**config.mk**
```make
export PLATFORM = sky130hd
export DESIGN_NAME = pwm_fade_sequencer_flat
export DESIGN_NICKNAME = d
export VERILOG_FILES = /design/src/rtl/pwm_fade_sequencer_if.sv /design/src/rtl/pwm_fade_sequencer.sv /design/src/flat_wrapper.sv
export SDC_FILE = /design/constraint.sdc
export NUM_CORES = 1
export LEC_CHECK = 0
export ABC_AREA = 1
export ABC_CLOCK_PERIOD_IN_PS = 5240
export CORE_MARGIN = 10
export CORE_UTILIZATION = 60
export DETAILED_ROUTE_END_ITERATION = 10
export PLACE_DENSITY_LB_ADDON = 0.25
export SLEW_MARGIN = 10
export SYNTH_ARGS = -nofsm -noshare
export SYNTH_HDL_FRONTEND = slang
export SYNTH_SLANG_ARGS = --single-unit
```
**constraint.sdc**
```tcl
create_clock -name i_clk -period 5.24 [get_ports i_clk]
set_clock_uncertainty 0.15 [all_clocks]
set_input_delay 0.786 -clock i_clk [delete_from_list [all_inputs] [get_ports i_clk]]
set_output_delay 0.786 -clock i_clk [all_outputs]
set_load 0.01 [all_outputs]
```
**src/rtl/pwm_fade_sequencer_if.sv**
```systemverilog
// rtl/pwm_fade_sequencer_if.sv - control and status bundle for the PWM fade sequencer
interface pwm_fade_sequencer_if #(
    parameter int DUTY_WIDTH     = 8,
    parameter int PRESCALE_WIDTH = 16,
    parameter int HOLD_WIDTH     = 8
);
    logic                      enable;
    logic                      one_shot;
    logic [PRESCALE_WIDTH-1:0] step_div;
    logic [DUTY_WIDTH-1:0]     duty_min;
    logic [DUTY_WIDTH-1:0]     duty_max;
    logic [HOLD_WIDTH-1:0]     hold_ticks;
    logic [DUTY_WIDTH-1:0]     duty;
    logic [2:0]                state;
    logic                      busy;
    logic                      cycle_done;

    modport master (
        output enable, one_shot, step_div, duty_min, duty_max, hold_ticks,
        input  duty, state, busy, cycle_done
    );

    modport slave (
        input  enable, one_shot, step_div, duty_min, duty_max, hold_ticks,
        output duty, state, busy, cycle_done
    );
endinterface

```
**src/rtl/pwm_fade_sequencer.sv**
```systemverilog
// rtl/pwm_fade_sequencer.sv - breathing-fade duty sequencer feeding the PWM generator
module pwm_fade_sequencer #(
    parameter int DUTY_WIDTH     = 8,
    parameter int PRESCALE_WIDTH = 16,
    parameter int HOLD_WIDTH     = 8
) (
    input  logic                   i_clk,
    input  logic                   i_rst,
    pwm_fade_sequencer_if.slave    bus
);
    typedef enum logic [2:0] {
        S_IDLE      = 3'd0,
        S_RAMP_UP   = 3'd1,
        S_HOLD_HIGH = 3'd2,
        S_RAMP_DOWN = 3'd3,
        S_HOLD_LOW  = 3'd4
    } state_t;

    localparam logic [PRESCALE_WIDTH-1:0] PRE_ONE  = 1;
    localparam logic [HOLD_WIDTH-1:0]     HOLD_ONE = 1;
    localparam logic [DUTY_WIDTH-1:0]     DUTY_ONE = 1;

    state_t                    r_state;
    logic [DUTY_WIDTH-1:0]     r_duty;
    logic [PRESCALE_WIDTH-1:0] r_pre;
    logic [HOLD_WIDTH-1:0]     r_hold_cnt;
    logic [DUTY_WIDTH-1:0]     r_min_l;
    logic [DUTY_WIDTH-1:0]     r_max_l;
    logic [HOLD_WIDTH-1:0]     r_hold_l;
    logic [PRESCALE_WIDTH-1:0] r_div_l;
    logic                      r_one_shot_l;
    logic                      r_busy;
    logic                      r_cycle_done;

    logic                      w_swap;
    logic [DUTY_WIDTH-1:0]     w_min_in;
    logic [DUTY_WIDTH-1:0]     w_max_in;
    logic                      w_tick;
    logic                      w_hold_done;
    logic                      w_low_end;
    logic                      w_start;

    // Limits are normalised before latching so the ramps always run low..high
    assign w_swap      = bus.duty_min > bus.duty_max;
    assign w_min_in    = w_swap ? bus.duty_max : bus.duty_min;
    assign w_max_in    = w_swap ? bus.duty_min : bus.duty_max;
    assign w_tick      = (r_pre == r_div_l);
    assign w_hold_done = (r_hold_cnt == r_hold_l);
    assign w_low_end   = (r_state == S_HOLD_LOW) && w_tick && w_hold_done;
    assign w_start     = ((r_state == S_IDLE) && bus.enable) ||
                         (w_low_end && bus.enable && !r_one_shot_l);

    assign bus.duty       = r_duty;
    assign bus.state      = r_state;
    assign bus.busy       = r_busy;
    assign bus.cycle_done = r_cycle_done;

    always_ff @(posedge i_clk or posedge i_rst) begin
        if (i_rst) begin
            r_state      <= S_IDLE;
            r_duty       <= '0;
            r_pre        <= '0;
            r_hold_cnt   <= '0;
            r_min_l      <= '0;
            r_max_l      <= '0;
            r_hold_l     <= '0;
            r_div_l      <= '0;
            r_one_shot_l <= 1'b0;
            r_busy       <= 1'b0;
            r_cycle_done <= 1'b0;
        end else begin
            r_cycle_done <= w_low_end;
            if (w_start) begin
                // Every RAMP_UP entry snapshots the config, so mid-cycle edits wait
                r_min_l      <= w_min_in;
                r_max_l      <= w_max_in;
                r_hold_l     <= bus.hold_ticks;
                r_div_l      <= bus.step_div;
                r_one_shot_l <= bus.one_shot;
                r_duty       <= w_min_in;
                r_pre        <= '0;
                r_hold_cnt   <= '0;
                r_busy       <= 1'b1;
                r_state      <= S_RAMP_UP;
            end else if (r_state == S_IDLE) begin
                r_duty <= '0;
                r_pre  <= '0;
                r_busy <= 1'b0;
            end else begin
                r_pre <= w_tick ? '0 : r_pre + PRE_ONE;
                if (w_tick) begin
                    case (r_state)
                        S_RAMP_UP: begin
                            if (r_duty == r_max_l) begin
                                r_state    <= S_HOLD_HIGH;
                                r_hold_cnt <= '0;
                            end else begin
                                r_duty <= r_duty + DUTY_ONE;
                            end
                        end
                        S_HOLD_HIGH: begin
                            if (w_hold_done) r_state <= S_RAMP_DOWN;
                            else             r_hold_cnt <= r_hold_cnt + HOLD_ONE;
                        end
                        S_RAMP_DOWN: begin
                            if (r_duty == r_min_l) begin
                                r_state    <= S_HOLD_LOW;
                                r_hold_cnt <= '0;
                            end else begin
                                r_duty <= r_duty - DUTY_ONE;
                            end
                        end
                        S_HOLD_LOW: begin
                            if (w_hold_done) begin
                                r_state <= S_IDLE;
                                r_duty  <= '0;
                                r_busy  <= 1'b0;
                            end else begin
                                r_hold_cnt <= r_hold_cnt + HOLD_ONE;
                            end
                        end
                        default: begin
                            r_state <= S_IDLE;
                            r_duty  <= '0;
                            r_busy  <= 1'b0;
                        end
                    endcase
                end
            end
        end
    end
endmodule
```
**src/flat_wrapper.sv**
```systemverilog
// flat-port wrapper written by rule: the top's interface ports become plain ports
module pwm_fade_sequencer_flat 
#(
    parameter int DUTY_WIDTH     = 8,
    parameter int PRESCALE_WIDTH = 16,
    parameter int HOLD_WIDTH     = 8
)
  (i_clk, i_rst, bus_enable, bus_one_shot, bus_step_div, bus_duty_min, bus_duty_max, bus_hold_ticks, bus_duty, bus_state, bus_busy, bus_cycle_done);
  pwm_fade_sequencer_if #(.DUTY_WIDTH(DUTY_WIDTH), .PRESCALE_WIDTH(PRESCALE_WIDTH), .HOLD_WIDTH(HOLD_WIDTH)) bus_i ();
  input  logic i_clk;
  input  logic i_rst;
  input wire logic [$bits(bus_i.enable)-1:0] bus_enable;
  input wire logic [$bits(bus_i.one_shot)-1:0] bus_one_shot;
  input wire logic [$bits(bus_i.step_div)-1:0] bus_step_div;
  input wire logic [$bits(bus_i.duty_min)-1:0] bus_duty_min;
  input wire logic [$bits(bus_i.duty_max)-1:0] bus_duty_max;
  input wire logic [$bits(bus_i.hold_ticks)-1:0] bus_hold_ticks;
  output wire logic [$bits(bus_i.duty)-1:0] bus_duty;
  output wire logic [$bits(bus_i.state)-1:0] bus_state;
  output wire logic [$bits(bus_i.busy)-1:0] bus_busy;
  output wire logic [$bits(bus_i.cycle_done)-1:0] bus_cycle_done;
  assign bus_i.enable = bus_enable;
  assign bus_i.one_shot = bus_one_shot;
  assign bus_i.step_div = bus_step_div;
  assign bus_i.duty_min = bus_duty_min;
  assign bus_i.duty_max = bus_duty_max;
  assign bus_i.hold_ticks = bus_hold_ticks;
  assign bus_duty = bus_i.duty;
  assign bus_state = bus_i.state;
  assign bus_busy = bus_i.busy;
  assign bus_cycle_done = bus_i.cycle_done;
  pwm_fade_sequencer #(.DUTY_WIDTH(DUTY_WIDTH), .PRESCALE_WIDTH(PRESCALE_WIDTH), .HOLD_WIDTH(HOLD_WIDTH)) u_core (.i_clk(i_clk), .i_rst(i_rst), .bus(bus_i));
endmodule
```
==> results by group <==
Clock network
  – CTS tree: yes
  – Skew-Pair Late Insertion Delay: 0.36 ns
  – Post-CTS setup buffers: 0
  – Longest Clk Path Bufs: 2
  – CTS Sinks: 78
  – CTS root buffer: clkbuf_8
  – Hold-fix buffers, CTS: 0
  – Clock transition at the registers of the reported paths: 0.08 ns
  – Inserted Clock Buffers: 9
  – H-tree depth: 3
  – Post_cts resized: 0

Global route
  – Total gr overflow: 0
  – Total track usage: 19.9%
  – Antenna violations before repair: 0
  – Largest net degree at the start of global routing: 50
  – Vias in the first global route: 4115
  – Global-route wire length before repair: 18900 microns

Finish
  – Layout fillers: 601
  – Cell area after layout: 0.00550 sq mm
  – FF/Latch Area: 0.00195 sq mm
  – Most frequent cells in the layout: 245 x nand2_1, 78 x dfrtp_1, 56 x clkdlybuf4s50_1
  – Most common cell after layout, fill and taps aside: nand2_1
  – Layout area overhead: 18.6%
  – Core Util, Final: 72.3%
  – Diodes inserted: 0
  – Final net count: 731
  – Multi-input logic area: 0.00241 sq mm
  – Non-Filler Instances: 776
  – Layout cells sized above 1: 5.04%

Pwr
  – P_leak: 2.69 nW
  – PwrDens: 487 mW/mm^2
  – Worst VDD drop: 296 uV

Synth
  – FF+latch count, synth: 78
  – YS warnings: 0
  – Cell count after synthesis: 615
  – Yosys cell types: 32
  – Post-synthesis sequential area ratio: 42.1%
  – Syn Area/Cell: 7.54 sq um
  – Post-synth EDFFs: 0
  – Synth async-reset ratio: 100%
  – Synth Cell Area: 0.00464 sq mm
  – Syn nets: 676
  – Synth Flop Type: dfrtp_1

Floorplan
  – Core Footprint: 0.00761 sq mm
  – Die outline area: 0.0116 sq mm
  – Core Rows: 32
  – Starting density of the core: 61.0%
  – I/O pin cnt: 57
  – Die Wd: 108 microns
  – Chip height: 108 microns

Placement
  – IO buf count: 56
  – Inst Count DP: 761
  – Placed Instance Area: 0.00527 sq mm
  – DP HPWL: 8080 microns
  – Routability cong.: 0.833

Critical path
  – CP max FO: 31
  – Crit-path slowest cell: nand2_1
  – Worst Setup End Kind: flip-flop
  – Crit Path Category: in -> reg
  – Crit start category: primary input
  – Crit-path most repeated cell: nand2_1
  – Req. time, crit path: 5.39 ns
  – Worst path cell trace: clkdlybuf4s50_1 > inv_1 > ha_1 > nand2_1 > nor2_1 > nand2_1 > o211ai_1 > nand2_1 > o21ai_0 > nand2_1 > nand2_1 > nand2_1 > nand2_1
  – Critical path arrival: 3.32 ns
  – CP peak stage delay: 0.48 ns

STA
  – Final setup vio count: 0
  – Worst hold slack: 0.355 ns
  – Final hold vios: 0
  – Period minus WS final: 3.17 ns
  – Worst-Margin Slew: 1.20 ns
  – Final Cycle Share: 60.5%
  – Fin. max-slew vios: 0
  – Setup_tns: 0 ns
  – Unrepaired setup endpoints after global routing: no
  – Rel. slew slack: 20.1%
  – Max Freq: 0.315 GHz

Detailed routing
  – Vias: 4079
  – Post-DRT Antenna Nets: 0
  – Total Routed Length: 11100 microns
  – Wire length per cell: 14.3 microns
  – DR DRC count: 0
  – Via-to-Cell Ratio: 5.26
  – First-pass DRT Iterations: 4
  – DRC violation total after the first TritonRoute iteration: 222

Job
  – Max_cap viols: 0

Outcome
  – Status: finished clean

Min path
  – Min-delay worst type: reg -> reg
-- final timing paths --
| path | from | endpoint | slack, ns | depth (start not counted) |
|---|---|---|---|---|
| max | bus_duty_max[7] | u_core.bus.duty[3]$_DFFE_PP0P_ | 2.07 | 13 |
| min | u_core.r_min_l[6]$_DFFE_PP0N_ | u_core.r_min_l[6]$_DFFE_PP0N_ | 0.36 | 2 |
| max reg2reg | u_core.r_hold_cnt[6]$_DFFE_PP0P_ | u_core.r_hold_cnt[3]$_DFFE_PP0P_ | 2.32 | 10 |
| min reg2reg | u_core.r_min_l[6]$_DFFE_PP0N_ | u_core.r_min_l[6]$_DFFE_PP0N_ | 0.36 | 2 |
| max in group asynchronous | i_rst | u_core.r_hold_cnt[0]$_DFFE_PP0P_ | 3.12 | 3 |
| min in group asynchronous | i_rst | u_core.r_hold_l[3]$_DFFE_PP0N_ | 0.83 | 2 |
-- Yosys cell counts, types with 2 or more instances --
master    instances  share of area [%]
a21oi_1          15                1.6
buf_2             7               0.76
buf_6             2               0.49
clkbuf_1          5               0.40
dfrtp_1          78                 42
ha_1             16                4.3
inv_1            51                4.1
inv_2             2               0.16
nand2_1         245                 20
nand3_1          18                1.9
nand3b_1          2               0.32
nand4_1          16                2.2
nor2_1           42                3.4
nor2_2            3               0.40
nor2_4            2               0.49
nor3_1            6               0.65
nor3b_1           4               0.65
o211ai_1          3               0.49
o21ai_0          41                4.4
or2_2             2               0.27
xnor2_1          34                6.4
xor2_1           11                2.1
-- sequential cells by signal (all words and copies together) (netlist names) --
name                   count
u_core.r_min_l             8
u_core.bus.state           3
u_core.r_one_shot_l        1
u_core.bus.duty            8
u_core.r_pre              16
u_core.r_hold_l            8
u_core.r_hold_cnt          8
u_core.r_div_l            16
u_core.bus.busy            1
u_core.r_max_l             8
u_core.bus.cycle_done      1
-- critical path: cells and delay by family --
| kind | cells | cell delay [ns] |
|---|---|---|
| AOI/OAI and AO/OA | 2 | 0.56 |
| buffers and inverters | 2 | 0.53 |
| and+or+nand+nor | 8 | 1.16 |
| adders and majority gates | 1 | 0.29 |
-- metrics by stage --
stage	worst slack, ns	total power (W)
floorplan	2.31	0.00180
global route	1.67	0.00290
CTS	2.10	0.00269
global placement	1.85	0.00209
detailed placement	1.73	0.00214
finish	2.07	0.00268
-- logic make-up (layout without fill, tap and decap cells) --
group / count (synthesis) / count (layout) / synth area share (%)
AO/OA/AOI/OAI: 62 / 62 / 7.45
XOR/XNOR: 45 / 45 / 8.50
adder cells (fa/ha/maj): 17 / 17 / 4.75
buffers and inverters: 67 / 126 / 5.93
flip-flops: 78 / 78 / 42.1
AND/OR/NAND/NOR: 346 / 346 / 31.3
-- layout make-up --
| cell class | instances | share of cell area (%) |
|---|---|---|
| Clock inverter | 6 | 2.02 |
| Multi-Input combinational cell | 470 | 43.8 |
| Tap cell | 102 | 2.32 |
| Clock buffer | 9 | 2.25 |
| Inverter | 53 | 3.62 |
| Timing Repair Buffer | 58 | 10.5 |
| Sequential cell | 78 | 35.5 |
-- where the power goes --
group	total [W]	switching, W	internal, W
sequential	0.000980	0.000181	0.000800
clock	0.000538	0.000224	0.000314
combinational	0.00116	0.000710	0.000451
-- routing by layer --
layer	GRT usage, %	share of wire [%]	up-vias
met2	35.3	52	93
met4	7.82	2.2	0
met5	0	0	-
met1	22.8	41	1904
li1	-	-	2060
met3	4.55	4.8	22
Note: power is estimated with default switching activity, not from simulation.
